--- config.mk ---
export PLATFORM = sky130hd
export DESIGN_NAME = mppt_seq
export DESIGN_NICKNAME = d
export VERILOG_FILES = /design/src/rtl/mppt_seq.sv
export SDC_FILE = /design/constraint.sdc
export NUM_CORES = 1
export LEC_CHECK = 0
export ABC_AREA = 1
export CORE_MARGIN = 2
export CORE_UTILIZATION = 61
export CTS_CLUSTER_DIAMETER = 200
export DETAILED_ROUTE_END_ITERATION = 8
export HOLD_SLACK_MARGIN = 0.02
export PLACE_DENSITY = 0.82
export SLEW_MARGIN = 20
export SYNTH_ARGS = -nofsm -noshare
export SYNTH_HDL_FRONTEND = slang
export SYNTH_SLANG_ARGS = --single-unit
--- constraint.sdc ---
create_clock -name clk -period 6.9 [get_ports clk]
set_input_delay 2.07 -clock clk [delete_from_list [all_inputs] [get_ports clk]]
set_output_delay 2.07 -clock clk [all_outputs]
set_load 0.1 [all_outputs]
--- src/rtl/mppt_seq.sv ---
// Perturb-and-observe MPPT sequencer: settle/sample/multiply/compare/update loop driving a clamped duty register.
// Optional hold-off band enabled by defining MPPT_SEQ_HOLD_EN.
module mppt_seq #(
    parameter int CW        = 14,
    parameter int DW        = 10,
    parameter int DUTY_W    = 10,
    parameter int SETTLE    = 8000,
    parameter int STEP      = 4,
    parameter int DUTY_MIN  = 64,
    parameter int DUTY_MAX  = 960,
    parameter int DUTY_INIT = 512,
    parameter int HOLD_TH   = 0
) (
    input  logic              clk,
    input  logic              rst,
    input  logic              run,
    input  logic [DW-1:0]     v_in,
    input  logic [DW-1:0]     i_in,
    output logic [DUTY_W-1:0] duty,
    output logic [3:0]        en,
    output logic [2:0]        state,
    output logic              dir,
    output logic [15:0]       iter
);

    localparam int PW = 2 * DW;
    localparam int NW = DUTY_W + 2;
    localparam logic signed [NW-1:0] STEP_S = NW'(STEP);
    localparam logic signed [NW-1:0] MAX_S  = NW'(DUTY_MAX);
    localparam logic signed [NW-1:0] MIN_S  = NW'(DUTY_MIN);

    typedef enum logic [2:0] {
        ST_IDLE    = 3'd0,
        ST_SETTLE  = 3'd1,
        ST_SAMPLE  = 3'd2,
        ST_MULT    = 3'd3,
        ST_COMPARE = 3'd4,
        ST_UPDATE  = 3'd5
    } state_t;

    state_t              state_q, state_d;
    logic [3:0]          en_q, en_d;
    logic [CW-1:0]       cnt_q, cnt_d;
    logic [DW-1:0]       v_q, v_d, i_q, i_d;
    logic [PW-1:0]       p_q, p_d, pp_q, pp_d;
    logic [DUTY_W-1:0]   duty_q, duty_d;
    logic                dir_q, dir_d;
    logic [15:0]         iter_q, iter_d;
    logic signed [NW-1:0] nd;
    logic                hold;

`ifdef MPPT_SEQ_HOLD_EN
    logic [PW-1:0] diff;
    assign diff = (p_q >= pp_q) ? (p_q - pp_q) : (pp_q - p_q);
    assign hold = (diff <= PW'(HOLD_TH));
`else
    logic unused_hold_th;
    assign unused_hold_th = (HOLD_TH != 0);
    assign hold = 1'b0;
`endif

    // Signed headroom of two bits lets over/underflow of the step be seen before clamping.
    assign nd = dir_q ? ($signed({2'b00, duty_q}) + STEP_S)
                      : ($signed({2'b00, duty_q}) - STEP_S);

    always_ff @(posedge clk) begin
        if (!rst) begin
            state_q <= ST_IDLE;
            en_q    <= 4'b0000;
            cnt_q   <= '0;
            v_q     <= '0;
            i_q     <= '0;
            p_q     <= '0;
            pp_q    <= '0;
            duty_q  <= DUTY_W'(DUTY_INIT);
            dir_q   <= 1'b1;
            iter_q  <= '0;
        end else begin
            state_q <= state_d;
            en_q    <= en_d;
            cnt_q   <= cnt_d;
            v_q     <= v_d;
            i_q     <= i_d;
            p_q     <= p_d;
            pp_q    <= pp_d;
            duty_q  <= duty_d;
            dir_q   <= dir_d;
            iter_q  <= iter_d;
        end
    end

    always_comb begin
        state_d = state_q;
        cnt_d   = cnt_q;
        v_d     = v_q;
        i_d     = i_q;
        p_d     = p_q;
        pp_d    = pp_q;
        duty_d  = duty_q;
        dir_d   = dir_q;
        iter_d  = iter_q;
        en_d    = 4'b0000;

        if (state_q != ST_IDLE && !run) begin
            // Abandon the partial iteration; tracking state is left untouched.
            state_d = ST_IDLE;
            cnt_d   = '0;
        end else begin
            case (state_q)
                ST_IDLE: begin
                    cnt_d = '0;
                    if (run) state_d = ST_SETTLE;
                end
                ST_SETTLE: begin
                    if (cnt_q == CW'(SETTLE - 1)) state_d = ST_SAMPLE;
                    else cnt_d = cnt_q + 1'b1;
                end
                ST_SAMPLE: begin
                    v_d     = v_in;
                    i_d     = i_in;
                    state_d = ST_MULT;
                end
                ST_MULT: begin
                    p_d     = PW'(v_q) * PW'(i_q);
                    state_d = ST_COMPARE;
                end
                ST_COMPARE: begin
                    if (p_q < pp_q) dir_d = ~dir_q;
                    state_d = ST_UPDATE;
                end
                ST_UPDATE: begin
                    if (!hold) begin
                        if (nd > MAX_S) begin
                            duty_d = DUTY_W'(DUTY_MAX);
                            dir_d  = 1'b0;
                        end else if (nd < MIN_S) begin
                            duty_d = DUTY_W'(DUTY_MIN);
                            dir_d  = 1'b1;
                        end else begin
                            duty_d = nd[DUTY_W-1:0];
                        end
                    end
                    pp_d    = p_q;
                    iter_d  = iter_q + 16'd1;
                    cnt_d   = '0;
                    state_d = ST_SETTLE;
                end
                default: state_d = ST_IDLE;
            endcase
        end

        case (state_d)
            ST_SETTLE:             en_d = 4'b0001;
            ST_SAMPLE:             en_d = 4'b0010;
            ST_MULT, ST_COMPARE:   en_d = 4'b0100;
            ST_UPDATE:             en_d = 4'b1000;
            default:               en_d = 4'b0000;
        endcase
    end

    assign duty  = duty_q;
    assign en    = en_q;
    assign state = state_q;
    assign dir   = dir_q;
    assign iter  = iter_q;

endmodule
## Word level (Yosys, flattened, before mapping)

Cells that the tools add are included.

- Add/sub/neg operators: 4
- $mul: 1
- Divide/modulo/power cells: 0
- Magnitude comparators: 3
- Equality and inequality tests: 14
- Shift operators: 0
- Mux-type cells: 14
- Bitwise logic cells: 3
- Reductions and logical operators: 14

Operator list:

| kind | count |
|---|---|
| $pmux W14 S2 | 1 |
| $lt A20 B20 Y1 | 1 |
| $mul A10 B10 Y20 | 1 |
| $mux W10 | 2 |
| $pmux W3 S6 | 1 |
| $add A16 B1 Y16 const B | 1 |
| $pmux W4 S4 | 1 |
| $add A14 B1 Y14 const B | 1 |
| $eq A14 B13 Y1 const B | 1 |
| $mux W14 | 1 |
| $eq A3 B2 Y1 const B | 4 |
| $eq A3 B3 Y1 const B | 4 |
| $gt A12 B11 Y1 const B | 1 |
| $lt A12 B8 Y1 const B | 1 |
| $mux W12 | 1 |
| $add A10 B3 Y11 const B | 1 |
| $sub A10 B3 Y11 const B | 1 |
| $mux W3 | 3 |
| $reduce_and A2 Y1 | 4 |
| $eq A3 B1 Y1 const B | 2 |
| $reduce_or A2 Y1 | 3 |
| $ne A2 B2 Y1 const B | 2 |
| $reduce_and A4 Y1 | 1 |
| $reduce_bool A2 Y1 | 2 |
| other kinds (8) | 12 |

- Register bits after elaboration: 108
- Bits in latches: 0
- Memory bits (writable): 0
- ROM bits: 0
- Input bits: 23
- Memories: 0

## Longest topological paths before layout

Gate-level depths: netlist of run 1.

- Depth in word-level cells: 7
- Depth in mapped cells: 23
- Gate-level depth less buffers: 22

## Least setup slack after synthesis of run 1

Ideal clock, no wire load.

- Path kind: reg-to-reg
- Start: register v_q[5]
- End: register p_q[13]
- Arrival: 4.751 ns
- Required time: 6.785 ns
- Path slack: 2.034 ns
- Stages on the path, launching flop included: 23
- Buffers on the path: 1
- Cell sequence: dfxtp_1 > clkbuf_1 > nand2_1 > fa_1 > inv_1 > fa_1 > inv_1 > fa_1 > inv_1 > fa_1 > inv_1 > fa_1 > inv_1 > ha_1 > nand2_1 > a21oi_1 > nor2_1 > nand2_1 > a31oi_1 > o21ai_0 > xor2_1 > o21ai_0 > inv_1

- Cells in the longest elaborated chain, start to end: 1

Ends and longest elaborated chain:

| element | line | RTL |
|---|---|---|
| start, declared | 44 | `logic [DW-1:0] v_q, v_d, i_q, i_d;` |
| start signal, assigned | 82 | `v_q <= v_d;` |
| $mul A10 B10 Y20 | 124 | `p_d = PW'(v_q) * PW'(i_q);` |
| end signal, assigned | 84 | `p_q <= p_d;` |
| end, declared | 45 | `logic [PW-1:0] p_q, p_d, pp_q, pp_d;` |

No other way between the ends.
A chain may end at the register's enable or synchronous reset.

## Final worst setup path of run 1

- Start: register v_q[8]
- End: register p_q[13]

The elaborated chain is that of the path after synthesis.

==> results of run 1 <==
-- layout make-up --
cell class	instances	area share, %
Multi-Input combinational cell	822	57.3
Sequential cell	106	22.4
Inverter	227	9.01
Timing Repair Buffer	56	5.82
Clock buffer	9	2.38
Tap cell	180	2.38
Clock inverter	7	0.675
-- flip-flops by register name, summed over array words and instances (netlist names) --
register	count
duty	8
state	3
p_q	20
i_q	10
pp_q	20
cnt_q	14
iter	16
dir	1
v_q	10
en	4
-- critical path, cell delays in order, from the launching register on --
cell	delay, ns
dfxtp_1	0.60
nand2_1	0.17
fa_1	0.54
inv_1	0.06
fa_1	0.52
fa_1	0.44
fa_1	0.55
inv_1	0.06
fa_1	0.52
inv_1	0.04
ha_1	0.34
nand2_1	0.13
nor2_1	0.08
nand2_1	0.07
nand2_1	0.06
a31oi_1	0.27
o21ai_0	0.15
xor2_1	0.16
o21ai_0	0.15
inv_1	0.05
-- final timing paths --
| path | from | to | slack [ns] | cells after the start |
|---|---|---|---|---|
| setup / recovery | v_q[8] | p_q[13] | 1.83 | 19 |
| hold / removal | pp_q[11] | pp_q[11] | 0.46 | 2 |
| setup reg to reg | v_q[8] | p_q[13] | 1.83 | 19 |
| hold reg to reg | pp_q[11] | pp_q[11] | 0.46 | 2 |
-- power breakdown --
part	switching, mW	total, mW	internal [mW]
sequential	0.00156	0.615	0.613
clock	0.253	0.505	0.252
combinational	0.0384	0.0578	0.0194
total	0.293	1.18	0.884
-- layer usage --
layer	vias to the layer above	wire, um	global-route usage [%]
met2	233	9110	46.6
met4	0	459	8.98
met1	3462	8380	35.9
li1	3815	-	-
met3	35	946	3.81
met5	-	0	0
-- per-stage QoR --
step / util, % / cells / total power [mW] / setup slack (ns) / instance area, um2
global route: 68.4 / 1407 / 1.21 / 1.47 / 9460
floorplan: - / 1202 / 0.666 / 2.03 / 8600
global placement: 66.3 / 1391 / 0.685 / 1.97 / 9170
finish: 68.4 / 1407 / 1.18 / 1.83 / 9460
CTS: 68.4 / 1407 / 1.19 / 1.85 / 9460
detailed placement: 66.3 / 1391 / 0.687 / 1.87 / 9170
-- placed cells by master (no fill, tap or decap), types with 4 or more instances in the layout --
cell type / synthesis / layout
xnor2_1: 7 / 7
inv_2: 4 / 4
a31oi_1: 5 / 5
xor2_1: 11 / 11
nand2_1: 246 / 246
nand4_1: 14 / 14
ha_1: 78 / 78
o21ai_0: 79 / 79
o21a_1: 5 / 5
inv_1: 221 / 221
clkbuf_16: 0 / 9
fa_1: 62 / 62
nand3_1: 49 / 49
nor3_1: 14 / 14
o211ai_1: 6 / 6
a21oi_1: 74 / 74
dfxtp_1: 106 / 106
nor4_1: 5 / 5
clkdlybuf4s50_1: 0 / 53
nor3b_1: 7 / 7
nor2_1: 129 / 129
-- kinds of logic (layout without fill, tap and decap cells) --
group,Yosys count,count (layout)
and+or+nand+nor,479,479
other,1,2
xor gates and xnor gates,18,18
adders and majority gates,140,140
AOI/OAI and AO/OA,183,183
buffers and inverters,274,299
DFF,106,106
==> impl_summary.txt, run 1 <==
----------------------------------------------------
[Synth]
  Top cells by instance count after synthesis ... nand2_1 (246), inv_1 (221), nor2_1 (129)
  Share of the synthesized netlist area taken by xor and xnor gates ... 1.83%
  Post-synthesis async set-or-reset flop share ... 0%
  Number of enable flip-flop cells after synthesis ... 0
  Fraction of synthesized cell area taken by the top area cell type ... 24.7%
  Share of the synthesized area in compound gates (AO/OA/AOI/OAI) ... 11.4%
  Yosys synthesis warning count ... 0
  Top-count cell post-synth ... nand2_1
  Top flip-flop cell by instance count after synthesis ... dfxtp_1
  Instance count of the mapped netlist ... 1201
  Count of cell types in the netlist ... 43
  Synthesized flop and latch total ... 106
  Adder-cell area share of the yosys netlist ... 25.8%
  Yosys top cell by area ... dfxtp_1
  Leading cell types by total area after synthesis ... dfxtp_1 (25%), fa_1 (14%), ha_1 (11%)
  Mux cell area share after synthesis ... 0%
  Netlist area before placement ... 8590 um2
  Post-Synthesis Mean Instance Area ... 7.16 um2
  Dominant combinational cell family by area after synthesis ... adder cells
  Basic-gate share of the synthesized area counting and, or, nand and nor cells ... 23.9%
  Sequential area share after synthesis ... 24.7%

[Timing]
  Transition time at the pin with the least slew margin ... 1.01 ns
  Hold Worst Slack ... 0.459 ns
  Clock skew after layout ... 0.00811 ns
  Number of setup violations in the final report ... 0
  Unrepaired setup endpoints after global routing ... false
  F_max ... 0.197 GHz
  Relative slew slack ... 32.4%
  Setup tns final ... 0 ns
  Final Hold Violating Endpoints ... 0
  Final critical-path required period ... 5.07 ns
  Portion of the clock cycle consumed by the worst path in the final layout ... 73.4%
  Count of final max-slew check failures ... 0

[Status]
  Outcome ... complete, no violations

[Clock tree]
  Cts repair resizes ... 0
  Deepest clock path buffer count ... 2
  Clock latency on the worst-skew pair ... 0.36 ns
  Sinks on Clock Net ... 106
  Postcts setup bufs ... 0
  Quantity of hold-fixing buffers added after cts ... 0
  Total CTS buffers ... 9
  CTS root buffer ... clkbuf_16
  H-tree levels ... 3
  CTS tree ... yes
  Register clock-pin slew on the reported worst setup and hold paths ... 0.07 ns

[Floorplan]
  Number of core rows ... 43
  Die Span X ... 123 um
  Die Span Y ... 123 um
  Die area ... 15100 um2
  Initial cell density of the core ... 62.1%
  Core area ... 13800 um2
  Number of ports placed on the die boundary ... 57

[Route]
  Detailed Routing Iterations Pass 1 ... 5
  Number of routed nets with antenna violations ... 0
  Number of vias in the routed layout ... 7545
  DR vias/cell ... 5.36
  Number of design-rule violations left by the first detailed-router iteration ... 359
  Final routed wire length divided by cell count ... 13.4 um
  Remaining design rule violation count ... 0
  Final Routed Wirelength ... 18900 um

[Cells and area]
  Fraction of layout instances using a drive strength above 1 ... 3.02%
  Fillers ... 1164
  P&R area growth vs syn ... 10.1%
  Area occupied by multi-input gates ... 5420 um2
  Sequential standard cell area ... 2120 um2
  Net count reported at finish ... 1385
  Number of inserted diodes ... 0

[Setup path]
  Critical path data arrival time ... 5.32 ns
  Largest fanout on the critical path ... 11
  Required time of the critical path ... 7.16 ns
  Type of origin of the critical path ... flop
  Nature of the critical path endpoint ... flop
  CP Class ... reg2reg

[Flow run]
  Number of maximum-capacitance violations ... 0

[GRT]
  Sum of overflow across all layers after global routing ... 0
  Vias in the first global route ... 7178
  Largest net degree at the start of global routing ... 59
  Initial antenna violation count ... 0
  Total routing resource utilization after global routing ... 27.4%
  Wire length of the first global-routing pass ... 33200 um

[Placed design]
  Final weighted congestion of routability-driven global placement ... 0.935
  Number of port buffers ... 54
  Detailed placement HPWL ... 14500 um

[Hold path]
  Worst min path class ... reg2reg

[Power and ir drop]
  Maximum vdd ir drop ... 0.000108 V
  Power density normalized to cell area ... 124 nW/um2
  Standby leakage power ... 4.95 nW

----------------------------------------------------
No activity file was read; power rests on OpenSTA's default activity.
==> run 2, diff against run 1 <==
Clock period 6.9 ns to 4.75 ns, I/O delays scaled along.
==> run 2 against run 1 <==
Compared with the run above: utilization grew 3.9 points; largest power group unchanged; largest cell class unchanged; non-clock buffer count grew 42; design area is 5.7% higher; register-to-register slack got worse by 1.8 ns; via count rose by 3.0%; wire length grew 7.4%.
==> impl_summary.txt, run 2 (synthesis results as in run 1) <==
----------------------------------------------------
[Setup path]
  Cell Chain, Critical Path ... buf_4 > buf_4 > nand2_1 > fa_1 > inv_1 > fa_1 > ha_1 > fa_1 > inv_1 > fa_1 > inv_1 > ha_2 > nand2_1 > inv_1 > a21oi_2 > buf_4 > or2_4 > a21oi_2 > nand3b_1 > o211ai_1 > inv_1
  Required time of the critical path ... 5.06 ns (-2.10 ns)
  Cell repeated most along the worst path ... inv_1
  Launch point of the critical path ... i_q[1]
  Crit path max-delay cell type ... fa_1
  Worst stage delay on the critical path ... 0.55 ns (-0.05 ns)
  Startpoint of the most critical register-to-register path ... i_q[1]
  Critical path data arrival time ... 4.98 ns (-0.34 ns)
  Largest fanout on the critical path ... 7 (-4)
  Nature of the critical path endpoint ... flop
  Type of origin of the critical path ... flop
  CP Class ... reg2reg

[GRT]
  Initial antenna violation count ... 0 (unchanged)
  Sum of overflow across all layers after global routing ... 0 (unchanged)
  Largest net degree at the start of global routing ... 58 (-1.7%)
  Vias in the first global route ... 7290 (+1.6%)
  Wire length of the first global-routing pass ... 32600 um (-1.7%)
  Total routing resource utilization after global routing ... 27.1% (-0.28 points)

[Floorplan]
  Die Span X ... 123 um (unchanged)
  Die area ... 15100 um2 (unchanged)
  Initial cell density of the core ... 62.1% (unchanged)
  Number of ports placed on the die boundary ... 57 (unchanged)
  Number of core rows ... 43 (unchanged)
  Die Span Y ... 123 um (unchanged)
  Core area ... 13800 um2 (unchanged)

[Route]
  Number of design-rule violations left by the first detailed-router iteration ... 542 (+51%)
  Number of vias in the routed layout ... 7773 (+3.0%)
  Remaining design rule violation count ... 0 (unchanged)
  Detailed Routing Iterations Pass 1 ... 6 (+1)
  Final routed wire length divided by cell count ... 14.0 um (+4.4%)
  Number of routed nets with antenna violations ... 0 (unchanged)
  Final Routed Wirelength ... 20300 um (+7.4%)
  DR vias/cell ... 5.37 (+0.10%)

[Power and ir drop]
  Comb pwr share ... 5.0% (about the same)
  Switching component of the power ... 0.419 mW (+43%)
  Sequential fraction of design power ... 52.3% (about the same)
  Total power ... 1.71 mW (+45%)
  Standby leakage power ... 5.18 nW (+4.5%)
  Maximum vdd ir drop ... 0.000205 V (+90%)
  Clock power share ... 42.8% (about the same)
  Net switching fraction of the power ... 24.5% (-0.36 points)
  Power density normalized to cell area ... 171 nW/um2 (+37%)
  Internal power of the cells ... 1.29 mW (+46%)

[Hold path]
  Worst min path class ... reg2reg
  Worst hold start ... pp_q[0]

[Cells and area]
  Fraction of layout instances using a drive strength above 1 ... 9.78% (+6.8 points)
  Finished Cell Area ... 9990 um2 (+5.7%)
  P&R area growth vs syn ... 16.3%
  Commonest cells after routing, fill and taps aside ... nand2_1 (240), inv_1 (217), nor2_1 (127)
  Net count reported at finish ... 1427 (+3.0%)
  Most common cell after layout, fill and taps aside ... nand2_1
  Layout Utilization ... 72.3% (+3.9 points)
  Number of inserted diodes ... 0 (unchanged)

[Timing]
  Clock skew after layout ... 0.00599 ns (-0.00212 ns)
  F_max ... 0.214 GHz (+8.4%)
  Number of setup violations in the final report ... 0 (unchanged)
  Count of final max-slew check failures ... 0 (unchanged)
  Portion of the clock cycle consumed by the worst path in the final layout ... 98.4% (+25 points)
  Final critical-path required period ... 4.67 ns (-0.394 ns)
  Transition time at the pin with the least slew margin ... 1.01 ns (-0.00481 ns)
  Slack of the critical path ... 0.0770 ns (-1.76 ns)
  Relative slew slack ... 32.8% (+0.32 points)
  Final Hold Violating Endpoints ... 0 (unchanged)

[Status]
  Outcome ... complete, no violations

[Clock tree]
  Register clock-pin slew on the reported worst setup and hold paths ... 0.07 ns (about the same)
  Deepest clock path buffer count ... 2 (unchanged)
  Quantity of hold-fixing buffers added after cts ... 0 (unchanged)
  Sinks on Clock Net ... 106 (unchanged)
  Total CTS buffers ... 9 (unchanged)
  CTS tree ... yes
  CTS root buffer ... clkbuf_16
  H-tree levels ... 3 (unchanged)
  Clock latency on the worst-skew pair ... 0.37 ns (about the same)

[Placed design]
  Number of port buffers ... 54 (unchanged)
  Placed cell areas ... 9450 um2 (+3.0%)
  Final weighted congestion of routability-driven global placement ... 0.924 (-1.3%)
  Detailed placement HPWL ... 15000 um (+3.5%)
  Post-Place Setup Slack ... -0.00925 ns (-1.87 ns)

[Flow run]
  Number of maximum-capacitance violations ... 0 (unchanged)

----------------------------------------------------
## run 2: power groups by stage
stage / clock, mW / combinational [mW] / sequential, mW
floorplan: 0 / 0.0418 / 0.926
global placement: 0 / 0.0828 / 0.914
detailed placement: 0 / 0.0846 / 0.914
CTS: 0.736 / 0.0848 / 0.893
global route: 0.766 / 0.0931 / 0.893
finish: 0.730 / 0.0850 / 0.892
## run 2: layout make-up
| cell class | count | area, um2 |
|---|---|---|
| multi-input combinational | 822 | 5630 |
| inverter | 227 | 852 |
| timing repair buffer | 98 | 866 |
| sequential | 106 | 2140 |
| fill | 1007 | 3830 |
| clock inverter | 5 | 38.8 |
| clock buffer | 10 | 239 |
| tap | 180 | 225 |
## run 2: stage by stage
stage          std cells  hold WS, ns  setup TNS [ns]
2_1_floorplan       1202        0.431               0
3_3_place_gp        1428        0.443               0
3_5_place_dp        1428        0.453         -0.0123
4_1_cts             1443        0.464               0
5_1_grt             1448        0.482          -0.362
6_report            1448        0.459               0
## run 2: path summary, 6_finish.rpt
kind / endpoint / slack, ns / depth (start not counted)
hold / removal: pp_q[0] / 0.46 / 2
setup reg to reg: p_q[16] / 0.08 / 21
setup / recovery: p_q[16] / 0.08 / 21
hold reg to reg: pp_q[0] / 0.46 / 2
## run 2: layer usage
layer  vias to the layer above  share of wire, %  GRT usage (%)
li1                       3892                 -              -
met1                      3582                44           34.8
met2                       235                48           44.7
met3                        64               5.0           6.09
met4                         0               3.1           10.2
met5                         -                 0              0
## run 2: worst max-delay path: cells and delay by family (launching register included)
kind | cells | cell delay (ns)
adders and majority gates | 6 | 2.69
DFF | 1 | 0.36
AOI/OAI and AO/OA | 3 | 0.31
buffers and inverters | 8 | 0.73
and+or+nand+nor | 4 | 0.53
## run 2: repair_timing
| action | CTS | global route |
|---|---|---|
| gates cloned | 0 | 0 |
| setup buffers | 0 | 5 |
| resized for setup | 2 | 56 |
| pin swaps | 0 | 19 |
| setup endpoints to repair | 2 | 11 |
==> run 3, diff against run 2 <==
Settings changed: CORE_ASPECT_RATIO set to 1.2, CTS_CLUSTER_SIZE set to 16.
==> run 3 against run 2 <==
Compared with the run above: worst setup slack better by 0.084 ns; hold slack lost 0.0028 ns; register-to-register slack better by 0.08 ns; largest power group unchanged; sequential cell count unchanged; critical path type unchanged; clock power increased by 11%.
==> impl_summary.txt, run 3 (synthesis results as in run 1) <==
----------------------------------------------------
[Status]
  Outcome ... complete, no violations

[Setup path]
  Type of origin of the critical path ... flop
  Cell Chain, Critical Path ... buf_6 > nand2_1 > fa_1 > fa_1 > inv_1 > fa_1 > fa_1 > inv_2 > fa_1 > inv_2 > ha_4 > nand2_1 > inv_2 > nand4_1 > or2_2 > a21oi_1 > nand3b_1 > o211ai_1 > inv_1
  CP Class ... reg2reg
  Worst Reg2Reg Path Length in Cells ... 19 (-9.5%)
  Required time of the critical path ... 5.05 ns (about the same)
  Crit path max-delay cell type ... fa_1
  Nature of the critical path endpoint ... flop
  Cell family with most CP delay ... adder cells
  Buffering stage count on the worst path with inverters included ... 6 (-2)
  Number of gates on the worst path with buffers counted ... 19 (-9.5%)
  Cell repeated most along the worst path ... fa_1
  Critical path data arrival time ... 4.89 ns (-0.09 ns)
  Worst stage delay on the critical path ... 0.57 ns (+0.02 ns)
  Largest fanout on the critical path ... 4 (-3)

[Hold path]
  Worst min path class ... reg2reg
  Number of instances on the worst hold path ... 2 (unchanged)

[Clock tree]
  CTS tree ... yes
  CTS root buffer ... clkbuf_16
  Sinks on Clock Net ... 106 (unchanged)
  Clock latency on the worst-skew pair ... 0.36 ns (about the same)
  H-tree levels ... 3 (unchanged)
  Register clock-pin slew on the reported worst setup and hold paths ... 0.07 ns (about the same)
  Quantity of hold-fixing buffers added after cts ... 0 (unchanged)
  Deepest clock path buffer count ... 2 (unchanged)
  Total CTS buffers ... 9 (unchanged)

[Power and ir drop]
  Maximum vdd ir drop ... 0.000271 V (+32%)
  Comb pwr share ... 4.8% (-0.2 points)
  Net switching fraction of the power ... 21.8% (-2.7 points)
  Power density normalized to cell area ... 177 nW/um2 (+3.6%)
  Internal power of the cells ... 1.40 mW (+8.3%)
  Switching component of the power ... 0.390 mW (-6.8%)
  Standby leakage power ... 5.24 nW (+1.1%)
  Sequential fraction of design power ... 49.9% (-2.4 points)
  Clock power share ... 45.3% (+2.5 points)

[Timing]
  Transition time at the pin with the least slew margin ... 0.982 ns (-0.0231 ns)
  Portion of the clock cycle consumed by the worst path in the final layout ... 96.6% (-1.8 points)
  Clock skew after layout ... 0.00653 ns (+0.000532 ns)
  Number of setup violations in the final report ... 0 (unchanged)
  Relative slew slack ... 34.3% (+1.5 points)
  Final critical-path required period ... 4.59 ns (-0.0840 ns)
  F_max ... 0.218 GHz (+1.8%)
  Count of final max-slew check failures ... 0 (unchanged)
  Setup tns final ... 0 ns (unchanged)
  Final Hold Violating Endpoints ... 0 (unchanged)

[Floorplan]
  Core area ... 13800 um2 (-0.48%)
  Die Span Y ... 134 um (+9.2%)
  Die area ... 15100 um2 (about the same)
  Die Span X ... 112 um (-8.4%)
  Initial cell density of the core ... 62.4% (+0.30 points)
  Number of core rows ... 47 (+9.3%)
  Number of ports placed on the die boundary ... 57 (unchanged)

[GRT]
  Total routing resource utilization after global routing ... 26.4% (-0.71 points)
  Initial antenna violation count ... 0 (unchanged)
  Largest net degree at the start of global routing ... 58 (unchanged)
  Wire length of the first global-routing pass ... 32700 um (+0.13%)
  Vias in the first global route ... 7272 (-0.25%)
  Sum of overflow across all layers after global routing ... 0 (unchanged)

[Route]
  Number of design-rule violations left by the first detailed-router iteration ... 567 (+4.6%)
  DR vias/cell ... 5.36 (-0.10%)
  Final routed wire length divided by cell count ... 13.7 um (-2.5%)
  Final Routed Wirelength ... 19800 um (-2.7%)
  Number of vias in the routed layout ... 7749 (-0.31%)
  Remaining design rule violation count ... 0 (unchanged)
  Detailed Routing Iterations Pass 1 ... 5 (-1)
  Number of routed nets with antenna violations ... 0 (unchanged)

[Placed design]
  Number of port buffers ... 54 (unchanged)
  Placed cell areas ... 9480 um2 (+0.30%)
  Final weighted congestion of routability-driven global placement ... 0.957 (+3.7%)
  Detailed placement HPWL ... 15000 um (-0.15%)

[Cells and area]
  Number of inserted diodes ... 0 (unchanged)
  Fillers ... 1057 (+5.0%)
  Commonest cells after routing, fill and taps aside ... nand2_1 (236), inv_1 (214), nor2_1 (126)
  Area occupied by multi-input gates ... 5630 um2 (about the same)
  Most common cell after layout, fill and taps aside ... nand2_1
  Net count reported at finish ... 1432 (+0.35%)
  Fraction of layout instances using a drive strength above 1 ... 10.4% (+0.58 points)
  Finished Cell Area ... 10100 um2 (+0.94%)
  Sequential standard cell area ... 2140 um2 (+0.23%)
  P&R area growth vs syn ... 17.4%

[Flow run]
  Number of maximum-capacitance violations ... 0 (unchanged)

----------------------------------------------------
[run 3: cell types whose count changed in the layout (fill, tap and decap cells not counted), moves of 2 or more]
| cell | change |
|---|---|
| a21oi_1 | +3 |
| a21oi_2 | -2 |
| buf_4 | +3 |
| bufinv_16 | +2 |
| clkbuf_1 | +2 |
| clkinv_4 | -2 |
| dfxtp_2 | -2 |
| dfxtp_4 | +2 |
| ha_1 | +2 |
| ha_2 | -2 |
| inv_1 | -3 |
| inv_2 | +3 |
| nand2_1 | -4 |
| nand2_2 | +3 |
[run 3: timing repair]
action,4_1_cts,5_1_grt
pin swaps,0,29
endpoints found under the setup margin,5,11
setup buffers,0,7
gates resized for setup,9,57
[run 3: through the flow]
stage / hold WS, ns / util, % / worst slack (ns) / std cells / power [mW]
4_1_cts: 0.460 / 71.4 / 0.00214 / 1438 / 1.80
3_5_place_dp: 0.450 / 68.9 / -0.0893 / 1422 / 0.998
5_1_grt: 0.473 / 73.3 / -0.0343 / 1445 / 1.84
6_report: 0.456 / 73.3 / 0.161 / 1445 / 1.79
3_3_place_gp: 0.443 / 68.9 / 0.0179 / 1422 / 0.997
2_1_floorplan: 0.431 / - / 0.00125 / 1202 / 0.967
[run 3: cell type report]
type                       count  area share [%]
clock buffer                  12            2.44
clock inverter                 4           0.732
inverter                     227            8.45
multi-input combinational    822            55.8
sequential                   106            21.3
tap                          171            2.12
timing repair buffer         103            9.17
[run 3: path summary, 6_finish.rpt]
check / from / endpoint / slack (ns)
hold reg to reg: pp_q[8] / pp_q[8] / 0.46
setup reg to reg: v_q[5] / p_q[16] / 0.16
setup / recovery: v_q[5] / p_q[16] / 0.16
hold / removal: pp_q[8] / pp_q[8] / 0.46
[run 3: worst register-to-register path, delay by kind of cell (launching register included)]
family / cells / cell delay (ns)
buffers and inverters: 6 / 0.40
DFF: 1 / 0.35
AOI/OAI and AO/OA: 2 / 0.22
adders and majority gates: 6 / 2.88
and+or+nand+nor: 5 / 0.67
[run 3: power by group through the flow]
stage / logic, mW / registers, mW / clock network, mW
2_1_floorplan: 0.0418 / 0.926 / 0
3_3_place_gp: 0.0831 / 0.914 / 0
3_5_place_dp: 0.0840 / 0.914 / 0
4_1_cts: 0.0846 / 0.893 / 0.826
5_1_grt: 0.0922 / 0.891 / 0.853
6_report: 0.0853 / 0.892 / 0.809
[run 3: routing by layer]
layer,up-vias,wire length (um),share of wire (%),global-route usage [%]
li1,3890,-,-,-
met1,3631,8280,42,32.9
met2,177,10200,52,46.7
met3,51,626,3.2,3.21
met4,0,608,3.1,10.2
met5,-,0,0,0
==> variant 1, RTL diff (flow settings as in run 3) <==
Register the output `dir` once more, with the module's reset; this adds one clock of latency there. The other outputs are not delayed to match.
--- a/src/rtl/mppt_seq.sv
+++ b/src/rtl/mppt_seq.sv
@@ -161,7 +161,13 @@
     assign duty  = duty_q;
     assign en    = en_q;
     assign state = state_q;
-    assign dir   = dir_q;
+    always_ff @(posedge clk) begin
+        if (!rst) begin
+            dir <= '0;
+        end else begin
+            dir <= dir_q;
+        end
+    end
     assign iter  = iter_q;
 
 endmodule
Function: changed (Yosys sat finds a counterexample within 4 cycles, from zero or initial values and one cycle with rst low).
==> variant 1 against run 3 <==
Final area is 0.57% lower. Worst setup slack worse by 100 ps. Routed wire length is 0.27% higher. Area after synthesis is 0.64% higher. Sequential cell count is 1 higher. Synthesized cell count is 0.33% lower. Power is 1.9% lower. Highest routed layer unchanged.
==> variant 1: results (changes against run 3) <==
- Worst vdd ir: 190.5 uV (-30%)
- Reg2Reg Depth: 20 (+1)
- Initial antenna violation count: 0 (unchanged)
- Number of global-route vias before repair: 7294 (+0.30%)
- Clk_lat worst skew: 350 ps
- Worst hold slack: 459.6 ps (+3.595 ps)
- First-pass GRT wire length: 32200 um (-1.4%)
- Compound-Gate Fraction of Synth Area: 0.1131 (-0.001162)
- Layout Nets: 1420 (-0.84%)
- Hold_sp: pp_q[0]$_SDFFE_PN0P_
- Vias: 7747 (-0.026%)
- Slew headroom: 0.3406 (-0.002477)
- Post-Synth XOR/XNOR Area: 0.01620 (-0.002142)
- Synth top area cells: dfxtp_1 25%, fa_1 14%, ha_1 11%
- Register area share after synthesis: 0.2477 (+0.0007428)
- Status: finished, final reports clean
- Drt first-iter violations: 485 (-14%)
- Arr. time, crit path: 4930 ps (+40 ps)
- Post-layout min period: 4690 ps (+101.0 ps)
- DR WL/cell: 13.83 um (+1.2%)
- Gr usage total: 0.2573 (-0.006852)
- Critical Path Fanout Max: 6 (+2)
- Layout cell share with drive strength beyond 1: 0.1047 (+0.001068)
- Final GP Congestion: 0.9536 (-0.40%)
- Cell variety after synth: 47 (+9.3%)
- CTS max path bufs: 2 (unchanged)
- Worst slack, placed: -59.83 ps (+29.50 ps)
- Adder-Cell Fraction of Synth Area: 0.2564 (-0.001642)
- Termination of the worst setup path: p_q[13]$_SDFFE_PN0P_
- Leakage: 0.005172 uW (-1.3%)
- Skew final: 6.140 ps (-0.3866 ps)
- Placed cell areas: 0.009514 mm^2 (+0.41%)
- Hold EP: pp_q[0]$_SDFFE_PN0P_
- Via/cell ratio: 5.410 (+0.88%)
## variant 1: final cells by class
cell class	instances	area [um^2]	area share
clock buffers	10	229.0	0.02283
clock inverters	5	62.56	0.006238
inverters	229	862.1	0.08595
multi-input cells	814	5630	0.5614
flip-flops and latches	107	2161	0.2154
well taps	171	214.0	0.02133
repair buffers	96	870.8	0.08683
## variant 1: power by group
part | switching, uW | total (uW) | internal, uW
Clock | 347 | 758 | 411
Combinational | 61.0 | 91.4 | 30.4
Sequential | 3.11 | 902 | 899
## variant 1: per-layer routing
metal | up-vias | GRT usage | routed length [um]
li1 | 3877 | - | -
met1 | 3617 | 0.3096 | 8261
met2 | 203 | 0.4717 | 10270
met3 | 50 | 0.03570 | 725
met4 | 0 | 0.08266 | 546
met5 | - | 0 | 0
## variant 1: timing repair
| item | CTS | global route |
|---|---|---|
| buffers inserted | 0 | 2 |
| setup endpoints to repair | 5 | 11 |
| gates resized for setup | 8 | 48 |
| pin swaps | 0 | 17 |
==> variant 2, RTL diff (flow settings as in run 3) <==
Made on the original files. Change the parameter `DW` from 10 to 5.
--- a/src/rtl/mppt_seq.sv
+++ b/src/rtl/mppt_seq.sv
@@ -2,7 +2,7 @@
 // Optional hold-off band enabled by defining MPPT_SEQ_HOLD_EN.
 module mppt_seq #(
     parameter int CW        = 14,
-    parameter int DW        = 10,
+    parameter int DW        = 5,
     parameter int DUTY_W    = 10,
     parameter int SETTLE    = 8000,
     parameter int STEP      = 4,
Ports: changed (resized i_in and v_in); port bits go from 57 to 47. The function was not compared with the original's and may differ.
==> variant 2 against run 3 <==
Global-route usage fell by 0.59 points. Routed wire length is 51% lower. Sequential cell count fell by 30. Worst setup slack gained 780 ps. Non-clock buffer count shrank 56. Power fell by 32%. Cell count down 46%. Final area shrank 48%. Area after synthesis is 48% lower. Sequential share of layout area rose by 8.0 points.
==> variant 2: results (changes against run 3) <==
- Worst hold slack: 458.4 ps (+2.370 ps)
- DP HPWL: 7223 um (-52%)
- Most frequent cells after synthesis: 136 x nand2_1, 106 x inv_1, 76 x dfxtp_1
- Gr usage total: 0.2582 (-0.005885)
- Combinational fraction of design power: 0.058 (+0.010)
- Wire length on met2: 4986 um (-51%)
- Cell variety after synth: 40 (-7.0%)
- Drt first-iter violations: 131 (-77%)
- Critical Path Fanout Max: 6 (+2)
- Synth top area cells: dfxtp_1 34%, nand2_1 11%, inv_1 8.8%
- Crit path largest cell delay: 540 ps (-30 ps)
- Met2 usage: 0.4553 (-0.01187)
- Layout cell share with drive strength beyond 1: 0.04913 (-0.05448)
- Leakage: 0.002372 uW (-55%)
- Largest net degree at the start of global routing: 36 (-38%)
- Final GP Congestion: 0.8517 (-11%)
- Number of port buffers: 44 (-19%)
- Critical path origin: v_q[0]$_SDFFE_PN0P_
- Number of global-route vias before repair: 4043 (-44%)
- Worst vdd ir: 143.1 uV (-47%)
- Met3 Usage GRT: 0.04251 (+0.01043)
- First-pass GRT wire length: 16680 um (-49%)
- Layout Nets: 741 (-48%)
- Hold_sp: pp_q[1]$_SDFFE_PN0P_
- Met1 usage: 0.2911 (-0.03826)
- Status: finished, final reports clean
- Mapped Avg Cell Area: 6.972 um^2 (-2.6%)
- Slew headroom: 0.3316 (-0.01153)
- Worst r2r src: v_q[0]$_SDFFE_PN0P_
- R2r setup slk: 940 ps (+780 ps)
- Reg2Reg Depth: 18 (-1)
- Switching Share: 0.2432 (+0.02480)
- Clock power frac: 0.413 (-0.040)
-- variant 2: cell types whose count changed after synthesis, sizes merged, moves of 10 or more --
cell    delta
nor2      -62
fa        -53
ha        -47
nand2    -105
o21ai     -43
a21oi     -16
nand3     -10
inv      -118
dfxtp     -30
clkbuf    -31
-- variant 2: area by class of cell --
class                           count  area, um^2
Inverter                          109       409.1
Timing Repair Buffer               47       462.9
Tap cell                           90       112.6
Fill cell                         596        1987
Sequential cell                    76        1521
Clock buffer                       10       137.6
Multi-Input combinational cell    445        2499
Clock inverter                      5       60.06
-- variant 2: cell families (layout without fill, tap and decap cells) --
kind of cell | count (synthesis) | in the layout | synth area share
other | 1 | 2 | 0.0008339
AOI/OAI and AO/OA | 109 | 109 | 0.1283
xor gates and xnor gates | 6 | 6 | 0.01169
and+or+nand+nor | 288 | 288 | 0.2877
adders and majority gates | 40 | 40 | 0.1263
DFF | 76 | 76 | 0.3383
buffers and inverters | 125 | 171 | 0.1068
